## config.mk

```make
export PLATFORM = sky130hd
export DESIGN_NAME = choice_sampler
export DESIGN_NICKNAME = d
export VERILOG_FILES = /design/src/rtl/choice_sampler.sv
export SDC_FILE = /design/constraint.sdc
export NUM_CORES = 1
export LEC_CHECK = 0
export CORE_AREA = 2 2 39 41
export DETAILED_ROUTE_END_ITERATION = 10
export DIE_AREA = 0 0 41 43
export GPL_TIMING_DRIVEN = 1
export PLACE_DENSITY = 0.63
export SYNTH_ARGS = -nofsm -noshare
export SYNTH_HDL_FRONTEND = slang
export SYNTH_SLANG_ARGS = --single-unit
```

## constraint.sdc

```tcl
create_clock -name CLK -period 2.1 [get_ports CLK]
set_input_delay 0.315 -clock CLK [delete_from_list [all_inputs] [get_ports CLK]]
set_output_delay 0.315 -clock CLK [all_outputs]
set_load 0.02 [all_outputs]
```

## src/rtl/choice_sampler.sv

```systemverilog
// Once-per-frame column choice register: a delayed edge on ROW==LATCH_ROW commits
// the player's choice, with optional sticky capture and post-change hold-off.
module choice_sampler #(
  parameter int WIDTH       = 4,
  parameter int ROW_W       = 4,
  parameter int LATCH_ROW   = 0,
  parameter int SYNC_STAGES = 2,
  parameter int MODE        = 0,
  parameter int HOLD_FRAMES = 0,
  parameter int RESET_VAL   = 0
) (
  input  logic             CLK,
  input  logic             RST,
  input  logic [WIDTH-1:0] choice_in,
  input  logic [ROW_W-1:0] ROW,
  output logic [WIDTH-1:0] choice,
  output logic             update,
  output logic             frame,
  output logic             locked
);

  localparam int HOLD_W = (HOLD_FRAMES > 0) ? $clog2(HOLD_FRAMES + 1) : 1;
  localparam logic [HOLD_W-1:0] HOLD_INIT  = HOLD_W'(HOLD_FRAMES);
  localparam logic [ROW_W-1:0]  LATCH_VAL  = ROW_W'(LATCH_ROW);
  localparam logic [WIDTH-1:0]  RESET_CHOICE = WIDTH'(RESET_VAL);

  logic [SYNC_STAGES:0] sync_q, sync_d;
  logic [WIDTH-1:0]     choice_q, choice_d;
  logic [WIDTH-1:0]     pend_q, pend_d;
  logic [HOLD_W-1:0]    hold_q, hold_d;
  logic                 update_q, update_d;
  logic                 frame_q, frame_d;
  logic                 locked_q, locked_d;
  logic                 hit;
  logic                 tick;
  logic [WIDTH-1:0]     cand;

  assign hit  = (ROW == LATCH_VAL);
  assign tick = sync_q[SYNC_STAGES-1] & ~sync_q[SYNC_STAGES];

  always_comb begin
    sync_d   = {sync_q[SYNC_STAGES-1:0], hit};
    choice_d = choice_q;
    pend_d   = pend_q;
    hold_d   = hold_q;
    update_d = 1'b0;
    frame_d  = 1'b0;
    cand     = choice_in;

    // Sticky mode remembers the last non-zero choice of the current frame only.
    if (MODE == 1) begin
      if (choice_in == '0) begin
        cand = pend_q;
      end
      if (tick) begin
        pend_d = '0;
      end else if (choice_in != '0) begin
        pend_d = choice_in;
      end
    end else begin
      pend_d = '0;
    end

    if (tick) begin
      frame_d = 1'b1;
      if (hold_q != '0) begin
        hold_d = hold_q - HOLD_W'(1);
      end else if (cand != choice_q) begin
        choice_d = cand;
        update_d = 1'b1;
        hold_d   = HOLD_INIT;
      end
    end

    locked_d = (hold_d != '0);
  end

  always_ff @(posedge CLK or posedge RST) begin
    if (RST) begin
      sync_q   <= '0;
      choice_q <= RESET_CHOICE;
      pend_q   <= '0;
      hold_q   <= '0;
      update_q <= 1'b0;
      frame_q  <= 1'b0;
      locked_q <= 1'b0;
    end else begin
      sync_q   <= sync_d;
      choice_q <= choice_d;
      pend_q   <= pend_d;
      hold_q   <= hold_d;
      update_q <= update_d;
      frame_q  <= frame_d;
      locked_q <= locked_d;
    end
  end

  assign choice = choice_q;
  assign update = update_q;
  assign frame  = frame_q;
  assign locked = locked_q;

endmodule

```

# Yosys cells after proc, flatten, opt, wreduce, memory -nomap -nowiden
# Cells that the tools add are included.
[op_classes]
addsub = 1
n_eq_ne = 1
bitwise = 3
n_mux = 5
reduce_logical = 2
[op_table]
columns = ["cell", "count"]
rows = [
  ["two-way mux 1 bit", 5],
  ["zero test 4 bit", 1],
  ["!= test 4 bit", 1],
  ["AND reduction 3 bit", 1],
  ["NOT 1 bit", 2],
  ["bitwise AND 1 bit", 1],
  ["subtractor 1 bit (second input constant)", 1],
]
[word_totals]
input_bits = 10
wordCells = 17
register_bits = 10

# Logic depth before layout (Yosys ltp)
# Gate-level depths: netlist of run 1.
[depth]
ltp_word = 4
depth_mapped = 3
depth_no_buf = 2

# Worst setup path before layout of run 1
# OpenSTA, ideal clock, no wires.
[synth_timing]
path_kind = "reg-to-reg"
from = "register choice_q[3] (netlist: choice[3])"
to = "register update_q (netlist: update)"
setup_slack_ps = 938
path_stages_with_launch = 3
setup_ps = 129
required_ps = 1971
n_path_buf = 0
synth_period_minus_slack_ps = 1162
arrival_time_ps = 1033
path_cell_list = "dfrtp_1 xor2_1 o41a_1"
[synth_between]
elab_chain_cells = 4
[synth_lines]
columns = ["element", "line", "source"]
rows = [
  ["start: declaration", "28", "logic [WIDTH-1:0] choice_q, choice_d;"],
  ["start signal: assignment", "89", "choice_q <= choice_d;"],
  ["!= test 4 bit", "68", "end else if (cand != choice_q) begin"],
  ["two-way mux 1 bit", "68", ""],
  ["two-way mux 1 bit", "66", "if (hold_q != '0) begin"],
  ["two-way mux 1 bit", "64", "if (tick) begin"],
  ["via update_d", "31", "logic update_q, update_d;"],
  ["end signal: assignment", "92", "update_q <= update_d;"],
  ["end: declaration", "31", ""],
]
# The timed path passes the listed nets, and every way through them passes these cells.
# A chain may end at the register's enable or synchronous reset.

# Worst setup path in the final report of run 1
[layout_timing]
from = "register choice_q[1] (netlist: choice[1])"
to = "output choice[1]"
[layout_rtl]
columns = ["element", "line", "source"]
rows = [
  ["end: declaration", "16", "output logic [WIDTH-1:0] choice,"],
]
# No word-level cell between the ends.

==> results of run 1 <==
[where the power goes]
part	switching [mW]	leakage [nW]	internal, mW	total [mW]
combinational	0.0505	0.105	0.0681	0.119
sequential	0.0168	0.117	0.194	0.211
clock	0.0546	0.0150	0.0728	0.127
total	0.122	0.237	0.335	0.457
[cells in the final DEF (no fill, tap or decap)]
cell and count:
conb_1 1, clkdlybuf4s50_1 15, inv_1 1, nor2b_1 1
o41a_1 1, clkbuf_4 3, mux2_2 4, dfrtp_1 9
xor2_1 4, clkbuf_1 1, nor4_1 1
[Yosys cell counts]
master / number / area (µm²)
buf_2: 1 / 5.00
buf_4: 1 / 7.51
conb_1: 1 / 3.75
dfrtp_1: 9 / 225
inv_1: 1 / 3.75
mux2_2: 4 / 45.0
nor2b_1: 1 / 6.26
nor4_1: 1 / 6.26
o41a_1: 1 / 11.3
xor2_1: 4 / 35.0
[worst paths after layout]
path / from / endpoint
worst min register to register: sync_q[0] / sync_q[1]
worst max register to register: sync_q[2] / choice[1]
max in group asynchronous: RST / choice[1]
worst max-delay path: choice[1] / choice[1]
worst min-delay path: RST / choice[2]
min in group CLK: sync_q[0] / sync_q[1]
[cell type report]
type | count | area share, %
timing repair buffer | 15 | 28.2
tap | 16 | 3.76
inverter | 1 | 0.704
sequential | 9 | 42.3
clock buffer | 4 | 4.93
multi-input combinational | 12 | 20.2
[per-stage QoR]
| stage | cells | area, µm² | setup WS [ns] | hold slack, ns |
|---|---|---|---|---|
| 2_1_floorplan | 24 | 349 | 0.938 | 0.143 |
| 3_3_place_gp | 53 | 507 | 0.681 | 0.336 |
| 3_5_place_dp | 53 | 507 | 0.658 | 0.337 |
| 4_1_cts | 57 | 533 | 0.518 | 0.320 |
| 5_1_grt | 57 | 533 | 0.468 | 0.343 |
| 6_report | 57 | 533 | 0.533 | 0.308 |
[sequential cells by signal, summed over array words and instances (netlist names)]
name    flops
choice      4
frame       1
sync_q      3
update      1
[metal layers]
| metal | routed length, µm | track usage (%) |
|---|---|---|
| met1 | 172 | 8.08 |
| met2 | 364 | 14.7 |
| met3 | 46 | 4.71 |
| met5 | 0 | 0 |
| met4 | 0 | 4.00 |
[cell families after synthesis]
logic type | after synthesis
flip-flops | 9
buffers and inverters | 3
other | 1
XOR/XNOR | 4
AND/OR/NAND/NOR | 2
AO/OA/AOI/OAI | 1
multiplexers | 4
[worst reg2reg max path, stage by stage, from the launching register on]
cell and delay (ns):
dfrtp_1 0.36, nor2b_1 0.38, mux2_2 0.39
==> results by stage, run 1 <==
Floorplanning:
- The number of primary I/O pins is 17.
- The floorplan die area is about 1800 µm².
- The effective utilization at floorplan is 25.2%.
- In this run the core area contains 14 standard-cell rows.
- The floorplan die width is 41 µm.
- The total area inside the core boundary comes to 1380 µm².
- In this run the vertical extent of the chip is 43 µm.

Timing:
- The count of final setup violators is 0.
- Setup repair after global routing left no endpoint under its margin.
- The minimum clock period is 1.57 ns.
- The count of endpoints failing hold in the final timing report came to 0.
- The final clock skew is 0.00640 ns.
- The share of the clock period used by the worst path after layout is 74.6%.
- The fmax is between 0.6 and 0.7 GHz.
- The post-route setup TNS is 0 ns.
- The final number of max-transition violations is 0.

Yosys:
- Counting flops and latches in the post-synthesis netlist gives 9.
- The synthesized netlist devotes under 10% of its cell area to simple gates.
- The instance count of the mapped netlist is 24.
- The fraction of the mapped netlist area in adder cells is 0%.
- The number of library cell types mapped by synthesis is 10.
- The dominant combinational cell family by area after synthesis is multiplexers.
- Summing the areas of all compound-gate instances in the mapped netlist gives 3.23% of the synthesized area.
- After Yosys synthesis, XOR and XNOR cells account for 10.0% of the synthesized area.
- The mux cell area share after synthesis is 12.9%.
- The number of nets in the synthesized netlist is 34.
- The average instance in the mapped netlist occupies between 10 and 15 µm².
- During synthesis, Yosys emitted a total of 0 warnings.
- Summing every instance area after synthesis gives 349 µm².
- The sequential fraction of the synthesis area is between 60% and 70%.

Power:
- The sum of internal, switching and leakage power is 0.457 mW.
- The peak supply drop is 0.000309 V.
- Power spread over the standard cell area amounts to 857 nW/µm².
- The standby leakage power is 0.237 nW.

Critical path:
- For this run, the slowest stage of the critical path takes 0.62 ns.
- The worst setup path is captured at a primary output.
- The type of the setup path with the least slack is flip-flop to primary output.
- The logic depth of the worst path, buffers included is 1.
- The cell type of the slowest stage on the worst timing path is clkdlybuf4s50_1.
- The data required time of the critical path is 1.78 ns.
- Data on the critical path arrives at its endpoint at 1.25 ns.
- The internal reg-to-reg setup slack is roughly 0.85 ns.
- The largest driver fanout on the critical path is 3.
- The number of cells on the worst reg-to-reg path is 2.
- Among cell families on the critical path, the largest total delay comes from buffers and inverters.
- The kind of launch point of the worst setup path is a flip-flop.
- The count of buffer and inverter cells on the critical path is 1.
- Traced cell by cell, the critical path runs through clkdlybuf4s50_1.

Layout:
- The filler cell count in the final layout is roughly 130.
- Of the cells placed in the final design, the portion with a size suffix greater than 1 is 17.1%.
- The area used by multi-input combinational logic is 108 µm².
- Measured on the finished design, the core utilization comes to roughly two fifths.
- Relative to the synthesized area, the layout overhead comes to 52.7%.
- The net total in the final layout is 52.
- 0 antenna diodes ended up in the layout.
- The sequential cells in the finished layout cover a total of 225 µm².

Route:
- For this run, the detailed router's first-pass iteration total came to 1.
- Dividing the detail-routed wire length by the instance count gives 10.2 µm.
- The ratio of routed vias to standard cells is 4.16.
- The count of routing violations after the opening detailed-route iteration is 0.
- After detailed routing, the total wire length is roughly 580 µm.
- The remaining antenna violation count after routing is 0.
- For this run, design rule violations remaining after detail routing come to 0.
- The routed via count is 237.

Clock tree:
- CTS placed an instance of clkbuf_4 at the clock tree root.
- The latest clock arrival within the worst-skew pair is 0.25 ns.
- The total clock sinks is 9.
- After clock tree synthesis, the clock-pin slew on the worst setup and hold paths is 0.06 ns.
- The post-CTS setup repair buffer count is 0.
- The total of cells resized after clock tree synthesis is 0.
- TritonCTS built the clock tree.
- In this run the number of H-tree levels came out at 1.
- The number of buffers between clock root and the deepest sink is 2.
- The number of buffers inserted by hold repair at cts is 0.
- In this run, CTS created clock tree buffers numbering 3.

Min path:
- The worst hold path belongs to the class primary input to asynchronous set/reset pin.

Placed design:
- The global placer's final weighted congestion is 0.617.
- During placement, the flow inserted port buffers numbering 15.

GRT:
- The number of antenna violations at the first check in global routing is 0.
- The leftover overflow at the end of global routing is 0.
- Global routing used 8.76% of the available tracks.
- The wire length of the first global-routing pass is just under 1000 µm.
- The maximum number of pins on one net before global-route repair is 10.
- The number of global-route vias before repair is 234.

Run status:
- The run finished with clean final reports.

Flow run:
- The count of max-cap constraint violations is 0.
No activity file was read; power rests on OpenSTA's default activity.
==> run 2: changes to the inputs <==
- PLACE_DENSITY: 0.63 -> 0.65
- clock period: 2.1 -> 1.35 ns (I/O delays scaled with it)
==> run 2 against run 1 <==
Effect of this change: critical path depth is the same; die area did not move; design area unchanged; count of clock-buffer cells in the layout stayed put; worst hold slack worse by 0.10 ns; routed wire length up 7.6%; final cell count rose by 1.8%; largest power group unchanged.
==> results by stage, run 2 (synthesized netlist as in run 1, its figures left out) <==
Clock tree:
- The number of buffers added by the clock tree synthesis step was 3 (unchanged).
- The level count of the clock H-tree is 1 (unchanged).
- The CTS tree is built (unchanged).
- The post-CTS setup repair buffer count was 0 (unchanged).
- The cell at the root of the clock tree is clkbuf_4 (unchanged).
- The latest clock arrival within the worst-skew pair is 0.25 ns (about the same).
- The number of buffers between clock root and the deepest sink was 2 (unchanged).
- The total clock sinks is 9 (unchanged).
- The clock transition at the registers of the reported paths is 0.06 ns (about the same).

Route:
- The post-route DRC violation count is 0 (unchanged).
- The detailed route wirelength on metal2 came to 375 µm (was 364 µm).
- The remaining antenna violation count after routing was 0 (unchanged).
- The ratio of routed vias to standard cells came to 4.10 (was 4.16).
- The highest metal layer used by the detailed router was met4 (was met3).
- The routed via count is 238 (was 237).
- The length of routed met3 wiring is 14 µm (was 46 µm).
- The total routed wire length on the met1 layer is 223 µm (was 172 µm).
- The routed length per placed instance is 10.8 µm (was 10.2 µm).
- The number of detailed-route iterations in the first pass is 1 (unchanged).
- The final wirelength was 626 µm (was 582 µm).
- The count of routing violations after the opening detailed-route iteration is 0 (unchanged).

Floorplanning:
- The number of rows in the core area is 14 (unchanged).
- The die span in y is 43 µm (unchanged).
- The floorplan die width is 41 µm (unchanged).
- The core box area is 1380 µm² (unchanged).
- The number of primary I/O pins is 17 (unchanged).
- The floorplan die area is 1760 µm² (unchanged).
- The effective utilization at floorplan is 25.2% (unchanged).

Layout:
- The area growth from synthesis to final layout is 52.7% (unchanged).
- Most used cells in the layout excluding fill and tap cells: 9 x dfrtp_1, 9 x clkdlybuf4s50_1, 6 x dlygate4sd2_1 (was 15 x clkdlybuf4s50_1, 9 x dfrtp_1, 4 x xor2_1, 4 x mux2_2, 3 x clkbuf_4).
- The antenna diode count is 0 (unchanged).
- The fraction of layout instances using a drive strength above 1 is 19.0% (was 17.1%).
- The flip-flop count of the largest register after layout was 4 (unchanged).
- The net total in the final layout is 53 (was 52).

Placed design:
- The detailed-placement wirelength estimate is 513 µm.
- The count of buffers inserted at the top-level ports was 15 (unchanged).
- The global placer's final weighted congestion was 0.569 (was 0.617).
- The worst setup slack before clock tree synthesis is 0.0105 ns (was 0.658 ns).

Critical path:
- The startpoint of the worst-slack reg-to-reg timing path was sync_q[2] (unchanged).
- The internal reg-to-reg setup slack is 0.23 ns (was 0.85 ns).
- Worst-path cell chain: dlygate4sd2_1 (was clkdlybuf4s50_1).
- The data required time of the critical path was 1.15 ns (was 1.78 ns).
- The type of the setup path with the least slack was flip-flop to primary output (unchanged).
- The type of element capturing the critical path is a primary output (unchanged).
- The largest driver fanout on the critical path is 3 (unchanged).
- The delay of the slowest cell on the worst path is 0.40 ns (was 0.62 ns).
- The kind of launch point of the worst setup path is a flip-flop (unchanged).
- The endpoint of the worst-slack reg-to-reg timing path is choice[3] (was choice[1]).
- The category of cells accounting for the largest share of critical-path delay is flip-flops (was buffers and inverters).
- The number of cells on the worst reg-to-reg path is 3 (was 2).
- The arrival time of data at the critical path endpoint came to 0.98 ns (was 1.25 ns).
- The count of buffer and inverter cells on the critical path was 1 (unchanged).
- The cell type of the slowest stage on the worst timing path is dfrtp_1 (was clkdlybuf4s50_1).

Timing:
- Setup repair after global routing missed its margin: false (unchanged).
- The count of final setup violators is 0 (unchanged).
- The worst hold margin is 0.205 ns (was 0.308 ns).
- The final clock skew is 0.00232 ns (was 0.00640 ns).
- The count of endpoints failing hold in the final timing report is 0 (unchanged).
- The post-route setup TNS is 0 ns (unchanged).
- The final number of max-transition violations was 0 (unchanged).
- The fmax is 0.847 GHz.
- The minimum clock period is between 1 and 1.5 ns.
- Dividing the final minimum period by the clock period gives between 80 and 90%.
- The final worst setup slack is 0.169 ns (was 0.533 ns).

Power:
- The switching portion of total power was 27.8% (was 26.7%).
- The power density normalized to cell area is 1300 nW/µm² (was 857 nW/µm²).
- The proportion of power drawn by the clock network is 28.8% (was 27.9%).
- The standby leakage power is 0.259 nW (was 0.237 nW).
- The switching power is 0.193 mW (was 0.122 mW).
- The peak supply drop was 0.000290 V (was 0.000309 V).
- The internal cell power is 0.501 mW (was 0.335 mW).
- The sum of internal, switching and leakage power is 0.694 mW (was 0.457 mW).
- The fraction of power consumed by combinational cells came to 24.4% (was 26.0%).
- The sequential fraction of design power is 46.8% (was 46.1%).

GRT:
- The wire length of the first global-routing pass is 1060 µm (was 986 µm).
- The number of antenna violations at the first check in global routing is 0 (unchanged).
- The leftover overflow at the end of global routing is 0 (unchanged).
- The maximum number of pins on one net before global-route repair was 10 (unchanged).
- The global-route total usage across every layer is 9.53% (was 8.76%).
- The number of global-route vias before repair is 267 (was 234).

Min path:
- The path class of the lowest-slack min-delay path was primary input to asynchronous set/reset pin (unchanged).

Flow run:
- The count of max-cap constraint violations is 0 (unchanged).

Run status:
- Run status: completed (unchanged).
==> run 2: cell types whose count changed in the layout (fill, tap and decap cells not counted), sizes merged <==
cell	delta
dlygate4sd2	+6
clkdlybuf4s50	-6
buf	+1
==> run 2: worst max path at each step <==
stage                             from   endpoint  slack, ns  cells past startpoint
final                        choice[3]  choice[3]       0.17                      1
after global routing         choice[3]  choice[3]       0.11                      1
after CTS                    choice[1]  choice[1]       0.16                      1
after detailed placement  choice_in[2]     update       0.01                      3
after global placement    choice_in[3]     update       0.04                      3
after floorplan              choice[3]     update       0.19                      2
==> run 2: per-layer routing <==
metal	global-route usage (%)	up-vias
li1	-	112
met1	8.64	119
met2	15.6	5
met3	3.14	2
met4	8.00	0
met5	0	-
==> run 2: cell type report <==
cell class              count  area [µm²]
repair buffers             16         150
well taps                  16        20.0
clock buffers               4        26.3
inverters                   1        3.75
fillers                   149         851
multi-input cells          12         108
flip-flops and latches      9         225
==> run 2: power groups by stage <==
stage | Sequential (mW) | Combinational, mW | Clock, mW
finish | 0.325 | 0.169 | 0.200
global route | 0.330 | 0.183 | 0.227
CTS | 0.326 | 0.173 | 0.210
detailed placement | 0.332 | 0.193 | 0
global placement | 0.331 | 0.188 | 0
floorplan | 0.366 | 0.0565 | 0
==> run 2: metrics by stage <==
stage | std cells | utilization (%) | area, µm²
2_1_floorplan | 24 | - | 349
3_3_place_gp | 54 | 37.2 | 514
3_5_place_dp | 54 | 37.2 | 514
4_1_cts | 58 | 38.5 | 533
5_1_grt | 58 | 38.5 | 533
6_report | 58 | 38.5 | 533
==> run 2: repair_timing <==
action	CTS	global route
hold buffers	0	0
endpoints found under the setup margin	6	0
gates resized for setup	6	0
hold endpoints to repair	0	0
